--- config.mk ---
export PLATFORM = sky130hd
export DESIGN_NAME = fe_capture_queued
export DESIGN_NICKNAME = d
export VERILOG_FILES = /design/src/rtl/fe_capture_queued_pkg.sv /design/src/rtl/fe_capture_queued_event_queue.sv /design/src/rtl/fe_capture_queued.sv
export SDC_FILE = /design/constraint.sdc
export NUM_CORES = 1
export LEC_CHECK = 0
export CELL_PAD_IN_SITES_DETAIL_PLACEMENT = 0
export CELL_PAD_IN_SITES_GLOBAL_PLACEMENT = 1
export CORE_MARGIN = 2
export CORE_UTILIZATION = 42
export CTS_CLUSTER_DIAMETER = 100
export CTS_CLUSTER_SIZE = 8
export DETAILED_ROUTE_END_ITERATION = 12
export GPL_ROUTABILITY_DRIVEN = 0
export GPL_TIMING_DRIVEN = 0
export HOLD_SLACK_MARGIN = 0.08
export PLACE_DENSITY = 0.77
export REMOVE_ABC_BUFFERS = 1
export SLEW_MARGIN = 20
export SYNTH_ARGS = -nofsm -noshare
export SYNTH_HDL_FRONTEND = slang
export SYNTH_SLANG_ARGS = --single-unit
export TNS_END_PERCENT = 1
--- constraint.sdc ---
create_clock -name fe_clk -period 2.9 [get_ports fe_clk]
set_input_delay 0.58 -clock fe_clk [delete_from_list [all_inputs] [get_ports fe_clk]]
set_output_delay 0.58 -clock fe_clk [all_outputs]
set_load 0.01 [all_outputs]
--- src/rtl/fe_capture_queued_pkg.sv ---
// Shared FIFO command codes and PHY status bit positions for the front-end capture engine.
package fe_capture_queued_pkg;

    localparam logic [1:0] FE_FIFO_CMD_DATA = 2'd0;
    localparam logic [1:0] FE_FIFO_CMD_STAT = 2'd1;
    localparam logic [1:0] FE_FIFO_CMD_TIME = 2'd2;

    localparam int FE_FIFO_STATUS_BITS_LEN = 5;

    localparam int FE_STATUS_RXACTIVE = 0;
    localparam int FE_STATUS_RXERROR  = 1;
    localparam int FE_STATUS_SESSVLD  = 2;
    localparam int FE_STATUS_SESSEND  = 3;
    localparam int FE_STATUS_VBUSVLD  = 4;

    function automatic logic is_payload_cmd(input logic [1:0] cmd);
        return (cmd == FE_FIFO_CMD_DATA) || (cmd == FE_FIFO_CMD_STAT);
    endfunction

endpackage

--- src/rtl/fe_capture_queued_event_queue.sv ---
// fe_event_queue: small synchronous FIFO holding pending capture events {kind, data, status, gap}.
module fe_event_queue #(
    parameter int pWIDTH = 32,
    parameter int pDEPTH = 4
) (
    input  logic              clk,
    input  logic              reset_i,
    input  logic              i_clear,
    input  logic              i_push,
    input  logic [pWIDTH-1:0] i_data,
    input  logic              i_pop,
    output logic [pWIDTH-1:0] o_data,
    output logic              o_full,
    output logic              o_empty
);
    localparam int AW = $clog2(pDEPTH);

    logic [pWIDTH-1:0] r_mem [pDEPTH];
    logic [AW:0]       r_wr_ptr;
    logic [AW:0]       r_rd_ptr;
    logic              w_push;
    logic              w_pop;

    // Extra pointer bit distinguishes full from empty when the indices match.
    assign o_empty = (r_wr_ptr == r_rd_ptr);
    assign o_full  = (r_wr_ptr[AW] != r_rd_ptr[AW]) && (r_wr_ptr[AW-1:0] == r_rd_ptr[AW-1:0]);
    assign w_push  = i_push & ~o_full;
    assign w_pop   = i_pop & ~o_empty;
    assign o_data  = r_mem[r_rd_ptr[AW-1:0]];

    always_ff @(posedge clk) begin
        if (reset_i || i_clear) begin
            r_wr_ptr <= '0;
            r_rd_ptr <= '0;
        end else begin
            if (w_push) r_wr_ptr <= r_wr_ptr + (AW+1)'(1);
            if (w_pop)  r_rd_ptr <= r_rd_ptr + (AW+1)'(1);
        end
    end

    always_ff @(posedge clk) begin
        if (w_push && !i_clear) r_mem[r_wr_ptr[AW-1:0]] <= i_data;
    end

endmodule

--- src/rtl/fe_capture_queued.sv ---
// fe_capture_queued: turns PHY rx bytes and masked status changes into timestamped DATA/STAT/TIME records.
// Build option FE_CAPTURE_DROP_COUNT_EN adds the O_drop_count port.
module fe_capture_queued
    import fe_capture_queued_pkg::*;
#(
    parameter int pDATA_WIDTH            = 8,
    parameter int pSTATUS_WIDTH          = FE_FIFO_STATUS_BITS_LEN,
    parameter int pTIMESTAMP_FULL_WIDTH  = 16,
    parameter int pTIMESTAMP_SHORT_WIDTH = 3,
    parameter int pQUEUE_DEPTH           = 4,
    parameter int pCOUNT_WIDTH           = 16
) (
    input  logic                             fe_clk,
    input  logic                             reset_i,
    input  logic [pDATA_WIDTH-1:0]           fe_data,
    input  logic                             fe_rxvalid,
    input  logic [pSTATUS_WIDTH-1:0]         fe_status,
    input  logic [pSTATUS_WIDTH-1:0]         I_status_mask,
    input  logic                             I_timestamps_disable,
    input  logic                             I_arm,
    input  logic                             I_capture_enable,
    input  logic [pCOUNT_WIDTH-1:0]          I_capture_len,
    input  logic                             I_fifo_full,
    output logic [1:0]                       O_command,
    output logic [pTIMESTAMP_FULL_WIDTH-1:0] O_time,
    output logic [pDATA_WIDTH-1:0]           O_data,
    output logic [pSTATUS_WIDTH-1:0]         O_status,
    output logic                             O_data_wr,
    output logic [pDATA_WIDTH-1:0]           O_sniff_data,
    output logic                             O_sniff_wr,
    output logic                             O_capturing,
    output logic                             O_done,
    output logic                             O_overrun
`ifdef FE_CAPTURE_DROP_COUNT_EN
    ,
    output logic [15:0]                      O_drop_count
`endif
);
    localparam int TSW     = pTIMESTAMP_FULL_WIDTH;
    localparam int ENTRY_W = 2 + pDATA_WIDTH + pSTATUS_WIDTH + TSW;
    localparam logic [TSW-1:0] GAP_MAX     = {TSW{1'b1}};
    localparam logic [TSW-1:0] SHORT_LIMIT = TSW'(1) << pTIMESTAMP_SHORT_WIDTH;
    localparam logic [0:0] ST_IDLE = 1'b0;
    localparam logic [0:0] ST_REC  = 1'b1;

    logic [pDATA_WIDTH-1:0]   r_data_p1;
    logic                     r_rxvalid_p1;
    logic [pSTATUS_WIDTH-1:0] r_status_p1;
    logic [pSTATUS_WIDTH-1:0] r_status_p2;
    logic                     r_arm_d;
    logic [TSW-1:0]           r_gap;
    logic                     r_gap_run;
    logic [pCOUNT_WIDTH-1:0]  r_count;
    logic [0:0]               r_state;

    logic                     w_arm_rise;
    logic                     w_event;
    logic                     w_wrap;
    logic                     w_allowed;
    logic                     w_push_req;
    logic                     w_push;
    logic                     w_drop;
    logic [1:0]               w_kind;
    logic [TSW-1:0]           w_ev_gap;
    logic [ENTRY_W-1:0]       w_push_entry;
    logic [ENTRY_W-1:0]       w_head;
    logic                     w_full;
    logic                     w_empty;
    logic [1:0]               w_head_kind;
    logic [pDATA_WIDTH-1:0]   w_head_data;
    logic [pSTATUS_WIDTH-1:0] w_head_status;
    logic [TSW-1:0]           w_head_gap;
    logic [pCOUNT_WIDTH-1:0]  w_count_inc;
    logic                     w_pop;
    logic                     w_wr;
    logic [1:0]               w_cmd;
    logic [TSW-1:0]           w_time;
    logic [0:0]               w_state_nxt;

    // Stage 1: register PHY pins; the second status copy exposes bit changes.
    always_ff @(posedge fe_clk) begin
        if (reset_i) begin
            r_data_p1    <= '0;
            r_rxvalid_p1 <= 1'b0;
            r_status_p1  <= '0;
            r_status_p2  <= '0;
            r_arm_d      <= 1'b0;
        end else begin
            r_data_p1    <= fe_data;
            r_rxvalid_p1 <= fe_rxvalid;
            r_status_p1  <= fe_status;
            r_status_p2  <= r_status_p1;
            r_arm_d      <= I_arm;
        end
    end

    assign O_sniff_data = r_data_p1;
    assign O_sniff_wr   = r_rxvalid_p1;

    assign w_arm_rise = I_arm & ~r_arm_d;
    assign w_event    = r_rxvalid_p1 | (|((r_status_p1 ^ r_status_p2) & I_status_mask));
    assign w_kind     = r_rxvalid_p1 ? FE_FIFO_CMD_DATA : FE_FIFO_CMD_STAT;
    assign w_ev_gap   = I_timestamps_disable ? '0 : r_gap;
    assign w_wrap     = r_gap_run & ~w_event & ~I_timestamps_disable & (r_gap == GAP_MAX);
    assign w_allowed  = I_capture_enable & ((I_capture_len == '0) | (r_count < I_capture_len));
    assign O_capturing = w_allowed;

    // Stage 2: enqueue an event, or a TIME-only entry when the gap counter saturates.
    assign w_push_req   = ~w_arm_rise & w_allowed & (w_event | w_wrap);
    assign w_push       = w_push_req & ~w_full;
    assign w_drop       = w_push_req & w_full;
    assign w_push_entry = w_event ? {w_kind, r_data_p1, r_status_p1, w_ev_gap}
                                  : {FE_FIFO_CMD_TIME, {pDATA_WIDTH{1'b0}}, {pSTATUS_WIDTH{1'b0}}, GAP_MAX};

    always_ff @(posedge fe_clk) begin
        if (reset_i || w_arm_rise) begin
            r_gap     <= '0;
            r_gap_run <= 1'b0;
        end else if (w_event) begin
            r_gap     <= '0;
            r_gap_run <= r_gap_run | w_allowed;
        end else if (r_gap_run) begin
            if (I_timestamps_disable || r_gap == GAP_MAX) r_gap <= '0;
            else                                          r_gap <= r_gap + TSW'(1);
        end
    end

    fe_event_queue #(
        .pWIDTH (ENTRY_W),
        .pDEPTH (pQUEUE_DEPTH)
    ) u_queue (
        .clk     (fe_clk),
        .reset_i (reset_i),
        .i_clear (w_arm_rise),
        .i_push  (w_push),
        .i_data  (w_push_entry),
        .i_pop   (w_pop),
        .o_data  (w_head),
        .o_full  (w_full),
        .o_empty (w_empty)
    );

    assign w_head_kind   = w_head[ENTRY_W-1 -: 2];
    assign w_head_data   = w_head[pSTATUS_WIDTH+TSW +: pDATA_WIDTH];
    assign w_head_status = w_head[TSW +: pSTATUS_WIDTH];
    assign w_head_gap    = w_head[TSW-1:0];
    assign w_count_inc   = r_count + pCOUNT_WIDTH'(1);

    // Stage 3: drain one record per cycle; entries left after the length limit are discarded unwritten.
    always_comb begin
        w_pop       = 1'b0;
        w_wr        = 1'b0;
        w_cmd       = w_head_kind;
        w_time      = w_head_gap;
        w_state_nxt = r_state;
        if (!w_empty && !I_fifo_full) begin
            if (O_done) begin
                w_pop       = 1'b1;
                w_state_nxt = ST_IDLE;
            end else if (r_state == ST_REC) begin
                w_pop       = 1'b1;
                w_wr        = 1'b1;
                w_time      = '0;
                w_state_nxt = ST_IDLE;
            end else if (!is_payload_cmd(w_head_kind)) begin
                w_pop = 1'b1;
                w_wr  = 1'b1;
            end else if (!I_timestamps_disable && w_head_gap >= SHORT_LIMIT) begin
                w_wr        = 1'b1;
                w_cmd       = FE_FIFO_CMD_TIME;
                w_state_nxt = ST_REC;
            end else begin
                w_pop = 1'b1;
                w_wr  = 1'b1;
            end
        end
    end

    always_ff @(posedge fe_clk) begin
        if (reset_i) begin
            r_state   <= ST_IDLE;
            r_count   <= '0;
            O_data_wr <= 1'b0;
            O_command <= '0;
            O_time    <= '0;
            O_data    <= '0;
            O_status  <= '0;
            O_done    <= 1'b0;
            O_overrun <= 1'b0;
        end else if (w_arm_rise) begin
            r_state   <= ST_IDLE;
            r_count   <= '0;
            O_data_wr <= 1'b0;
            O_done    <= 1'b0;
            O_overrun <= 1'b0;
        end else begin
            r_state   <= w_state_nxt;
            O_data_wr <= w_wr;
            if (w_wr) begin
                O_command <= w_cmd;
                O_time    <= w_time;
                O_data    <= w_head_data;
                O_status  <= w_head_status;
                r_count   <= w_count_inc;
                if (I_capture_len != '0 && w_count_inc == I_capture_len) O_done <= 1'b1;
            end
            if (w_drop) O_overrun <= 1'b1;
        end
    end

`ifdef FE_CAPTURE_DROP_COUNT_EN
    function automatic logic [15:0] sat_inc16(input logic [15:0] v);
        return (v == 16'hFFFF) ? v : v + 16'd1;
    endfunction

    always_ff @(posedge fe_clk) begin
        if (reset_i || w_arm_rise) O_drop_count <= '0;
        else if (w_drop)           O_drop_count <= sat_inc16(O_drop_count);
    end
`endif

endmodule

Yosys cells after proc, flatten, opt, wreduce, memory -nomap -nowiden
Memories as Yosys holds them, arrays and structs flattened. A register that Yosys moved wholly into a read port is not among the register bits.
Cells that the tools add are included.

storage, ports and cells
  bits in registers = 94
  RAM bits = 124
  input bits = 41
  output and inout port bits = 44
  word-level logic and storage cells = 101
  memories = 1

cells by class
  $add $sub $neg = 4
  $lt $le $gt $ge = 2
  equality and inequality tests = 6
  muxes and demuxes = 27
  bitwise gates (word level) = 23
  reduce and logical (&&, ||, !) cells = 20

memories
  memory         depth  bits a word  read ports  clocked after memory_dff  wr ports  RTL line                             text
  u_queue.r_mem  4      31           1           1                         1         fe_capture_queued_event_queue.sv:18  logic [pWIDTH-1:0] r_mem [pDEPTH];

operators by type and width
  operator                                                             count
  2-to-1 mux 16 bit                                                    5
  adder 16 x 1 -> 16 bit (second input constant)                       2
  2-to-1 mux 31 bit                                                    1
  equality test 16 bit                                                 1
  equality test 16 bit (second input constant)                         1
  greater-or-equal comparator 16 x 4 -> 1 bit (second input constant)  1
  zero test 16 bit                                                     1
  less-than comparator 16 bit                                          1
  nonzero test 16 bit                                                  1
  2-to-1 mux 1 bit                                                     14
  2-to-1 mux 2 bit                                                     7
  bitwise AND 1 bit                                                    11
  adder 3 x 1 -> 3 bit (second input constant)                         2
  inverter 1 bit                                                       6
  bitwise AND 5 bit                                                    1
  logical AND 1 bit                                                    5
  OR reduction 5 bit                                                   1
  XOR 5 bit                                                            1
  zero test 1 bit                                                      4
  OR 1 bit                                                             4
  AND reduction 2 bit                                                  2
  OR reduction 2 bit                                                   2
  equality test 3 bit                                                  1
  logical OR 1 bit                                                     3
  4 further kinds                                                      4

Longest topological paths before layout
  depth in word-level cells = 15
  depth in mapped cells = 9
  mapped depth without buffers = 8

Modules after synthesis
A second synthesis with hierarchy kept.

second synthesis, totals
  cell total of the unflattened synthesis = 775
  area, all modules = 9,482.8 um^2

by module, submodules not included
  module             times used  cells an instance  area an instance (um^2)  seq. area each (um^2)
  fe_event_queue     1           229                5,021.1                  3,883.7
  fe_capture_queued  1           546                4,461.8                  1,761.7

Worst setup path after synthesis
OpenSTA, ideal clock, no wires.

  path type = in2reg
  start = in I_capture_len[6]
  end = mem u_queue.r_mem[0][0] (netlist name), enable pin
  library setup time = 0.391 ns
  arrival = 2.911 ns
  required time = 2.509 ns
  setup slack = -0.402 ns
  cell stages on the path = 8
  buffers on the path = 1
  cell sequence = inv_1 > ha_1 > a21oi_1 > o21ai_0 > o311a_1 > o31ai_1 > clkbuf_1 > and3_1

on the way
  word-level cells in the longest chain between the ends = 10
  elaborated cells between the ends (all ways) = 11
  classes of those cells = 1 x order compare; 2 x mux; 6 x bitwise; 2 x reduce/logical

ends and longest elaborated chain
  element                                                          RTL line                             text
  from (decl)                                                      fe_capture_queued.sv:22              input logic [pCOUNT_WIDTH-1:0] I_capture_len,
  less-than comparator 16 bit or zero test 16 bit (tied branches)  fe_capture_queued.sv:105             assign w_allowed = I_capture_enable & ((I_capture_len == '0) | (r_count < I_capture_len));
  OR 1 bit (*)                                                     fe_capture_queued.sv:105
  bitwise AND 1 bit (*)                                            fe_capture_queued.sv:105
  net O_capturing                                                  fe_capture_queued.sv:31              output logic O_capturing,
  bitwise AND 1 bit (*) (2 in a row)                               fe_capture_queued.sv:109             assign w_push_req = ~w_arm_rise & w_allowed & (w_event | w_wrap);
  bitwise AND 1 bit (*)                                            fe_capture_queued.sv:110             assign w_push = w_push_req & ~w_full;
  bitwise AND 1 bit (*)                                            fe_capture_queued_event_queue.sv:27  assign w_push = i_push & ~o_full;
  logical AND 1 bit (*)                                            fe_capture_queued_event_queue.sv:42  if (w_push && !i_clear) r_mem[r_wr_ptr[AW-1:0]] <= i_data;
  2-to-1 mux 1 bit (*)                                             fe_capture_queued_event_queue.sv:42
  2-to-1 mux 1 bit (not written as such) (*)                       fe_capture_queued_event_queue.sv:42
  to (decl)                                                        fe_capture_queued_event_queue.sv:18

Mark *: on every way through the listed nets, which the timed path passes. The rest lies on a longest branch.

Final worst setup path
  start = in I_capture_len[2]
  end = out O_capturing

on the way
  word-level cells in the longest chain between the ends = 3
  elaborated cells between the ends (all ways) = 4
  classes of those cells = 1 x order compare; 2 x bitwise; 1 x reduce/logical

ends and longest elaborated chain
  element                                                          RTL line
  less-than comparator 16 bit or zero test 16 bit (tied branches)  fe_capture_queued.sv:105
  OR 1 bit (*)                                                     fe_capture_queued.sv:105
  bitwise AND 1 bit (*)                                            fe_capture_queued.sv:105
  to (decl)                                                        fe_capture_queued.sv:31

Mark *: on every way between the ends. The rest lies on a longest branch, timed or not.

==> impl_metrics.json <==
{
  "cts_buffers": 31,
  "worst_clock_skew_ps": 17.1,
  "wl_met1_mm": 8.65,
  "timing.reg2reg.setup_slack_ps": 190,
  "max_freq_mhz": 356,
  "grt_overflow_total": 0,
  "synth_flop_cell": "edfxtp_1",
  "dr.pass1.iters": 5,
  "route.met3.wl_um": 888,
  "layout.nets": 917,
  "clockBufferDepth": 3,
  "final_cell_area_um2": 11600,
  "port_buffers": 84,
  "slew_viol_final": 0,
  "placement_rows": 54,
  "worst_ep_arrival_time_ps": 2230,
  "regArea_um2": 5660,
  "grt_pass1_wl_mm": 31.8,
  "cts.sinks": 220,
  "crit_path_start_kind": "input port",
  "min_period_ps": 2810,
  "worstHoldPathCells": 2,
  "ys_ff_latch": 220,
  "cts_tree": "done",
  "postCtsHoldBufs": 0,
  "status": "finished clean",
  "cts_root_buf": "clkbuf_16",
  "final.setup.tns_ps": 0,
  "vdd_drop_max_mv": 0.478,
  "setup_viol": 0,
  "drt-total-wl_mm": 19.4,
  "maxSlewHeadroom": 0.436,
  "setup_slack_ps": 90.9,
  "cellPowerDensity_nw_per_um2": 625,
  "leakagePower_nw": 3.95,
  "async_flop_share": 0,
  "io_pins": 85,
  "cp.required_ps": 2320,
  "dpl.cell_count": 1099,
  "synth_cell_types": 62,
  "hold_path_end": "O_overrun",
  "dp_hpwl_mm": 12.8,
  "post-route-util": 0.528,
  "cpMaxStageDelayCell": "o311a_1",
  "drt_iter0_drc": 303,
  "worstHoldStart": "O_overrun",
  "routed.top_layer": "met4",
  "die-area_um2": 23700,
  "path_cells": "dlygate4sd2_1 -> inv_1 -> ha_1 -> o21ai_0 -> a21oi_1 -> o311a_1 -> o31ai_4 -> buf_2",
  "dpl_cell_area_um2": 10600,
  "synthesis.area_um2": 9440,
  "clk_latency_ps": 550,
  "clkSlewWorstSetupHoldPaths_ps": 50,
  "fp.coreArea_um2": 22000,
  "avgRoutedWirePerCell_um": 16.8,
  "crit_path_max_fanout": 3,
  "nFillCells": 1861,
  "synth.avg_cell_area_um2": 12.3,
  "layout.cells.non_filler": 1156,
  "finalPower_mw": 7.25,
  "final_common_cell": "edfxtp_1",
  "reg2regPathDepth": 8,
  "fp.dieW_um": 154,
  "holdWs_ps": 444,
  "multi_input_area_um2": 3560,
  "crit_path_end_kind": "output pin",
  "synth-edff-count": 124,
  "diodes": 0,
  "netlist_instances": 767,
  "tightest_slew_ps": 846,
  "final_layout_size_suffix_gt1_frac": 0.120,
  "avgViaCountPerCell": 5.27,
  "yosys_warnings": 0,
  "hold_violations": 0,
  "htreeDepth": 1,
  "rr_startpoint": "r_count[2]",
  "die_y_um": 154,
  "area_growth_syn_to_layout_pct": 22.9,
  "grt_pass1_vias": 6045,
  "rsz0062_at_grt": "yes",
  "finalCritPeriodShare": 0.969,
  "drc": 0,
  "yosysSeqAreaShare": 0.598,
  "wl_met2_mm": 9.39,
  "maxCapViolCount": 0,
  "path_class": "input port to output pin",
  "ant_nets": 0,
  "antenna_found_initial": 0,
  "pre_cts_ws_ps": -1200,
  "reg2reg_to": "u_queue.r_mem[1][20]",
  "hold_path_class": "flip-flop to flip-flop",
  "grt_max_degree": 33,
  "cp_slowest_stage_delay_ps": 390,
  "start_util": 0.430,
  "layout_common_cells": "edfxtp_1 (124), dfxtp_1 (90), nand2_1 (73)",
  "num_vias": 6087,
  "track_usage": 0.167
}
worst max-delay path by stage:
stage                       from              endpoint  slack, ps  cells after the start
2_1_floorplan   I_capture_len[6]   u_queue.r_mem[3][0]       -730                      7
3_3_place_gp    I_capture_len[6]  u_queue.r_mem[0][22]      -2310                      8
3_5_place_dp    I_capture_len[6]           O_capturing      -1200                      8
4_1_cts        I_capture_len[15]           O_capturing        -40                      8
5_1_grt               r_count[2]           O_capturing        -30                      6
6_report        I_capture_len[2]           O_capturing         90                      8
cells in the mapped netlist (2+ instances only):
cell type / instances / area, um^2
and3_1: 8 / 50.1
clkbuf_1: 28 / 105
or3_1: 3 / 18.8
inv_1: 35 / 131
xnor2_1: 37 / 324
o31ai_1: 2 / 15.0
ha_1: 23 / 288
nand2b_1: 3 / 18.8
or2_1: 2 / 12.5
edfxtp_1: 124 / 3720
nor2b_1: 21 / 131
dfxtp_1: 96 / 1920
nand4_1: 13 / 81.3
o2111ai_1: 2 / 17.5
nand3_1: 18 / 90.1
and4_1: 7 / 61.3
or4_1: 2 / 15.0
buf_4: 4 / 30.0
a31oi_1: 2 / 12.5
nor4_1: 9 / 56.3
o211ai_1: 4 / 30.0
mux4_2: 30 / 676
o21ai_0: 15 / 75.1
mux2i_1: 2 / 20.0
nand2_1: 75 / 282
and2_1: 17 / 106
nor2_1: 49 / 184
xor2_1: 17 / 149
buf_1: 2 / 7.51
a21oi_1: 44 / 220
a21o_1: 9 / 67.6
a211oi_1: 3 / 22.5
o21ai_1: 5 / 25.0
buf_2: 4 / 20.0
nor3_1: 6 / 30.0
nand3b_1: 19 / 143
o31a_1: 2 / 17.5
routing by layer:
| layer | vias up | GRT usage |
|---|---|---|
| li1 | 2966 | - |
| met1 | 2950 | 0.220 |
| met2 | 134 | 0.286 |
| met3 | 37 | 0.0251 |
| met4 | 0 | 0.0512 |
| met5 | - | 0 |
cells by family (layout without fill, tap and decap cells):
family,count (synthesis),count (layout),synth area share
AND/OR/NAND/NOR,256,256,0.140
flip-flops,220,220,0.598
AO/OA/AOI/OAI,106,106,0.0721
buffers and inverters,75,184,0.0327
XOR/XNOR,54,54,0.0501
multiplexers,33,33,0.0765
adder cells (fa/ha/maj),23,23,0.0305
timing repair:
action | CTS | global route
endpoints found under the setup margin | 143 | 75
hold endpoints to repair | 0 | 0
pin swaps | 2 | 4
buffers inserted | 1 | 0
gates resized for setup | 19 | 12
area by class of cell:
class / instances / area share
clock buffer: 54 / 0.0743
sequential: 220 / 0.487
clock inverter: 2 / 0.00431
multi-input combinational: 472 / 0.307
inverter: 36 / 0.0116
timing repair buffer: 92 / 0.0852
tap: 280 / 0.0302
worst max-delay path, delay by kind of cell:
family / cells / cell delay, ps
buffers and inverters: 3 / 510
adder cells (fa/ha/maj): 1 / 280
AO/OA/AOI/OAI: 4 / 850
report_power, final:
group | switching (mW) | internal (mW) | total (mW)
logic | 0.262 | 0.205 | 0.467
registers | 0.0346 | 3.41 | 3.44
clock network | 1.26 | 2.08 | 3.34
total | 1.56 | 5.69 | 7.25
sequential cells by signal (all words and copies together), names as in the netlist, 2 cells and up, named ones only:
name	flops
O_command	2
O_data	8
O_sniff_data	8
O_status	5
O_time	16
r_count	16
r_gap	16
r_status_p1	5
r_status_p2	5
u_queue.r_mem	124
u_queue.r_rd_ptr	3
u_queue.r_wr_ptr	3
(Power assumes the default switching activity.)
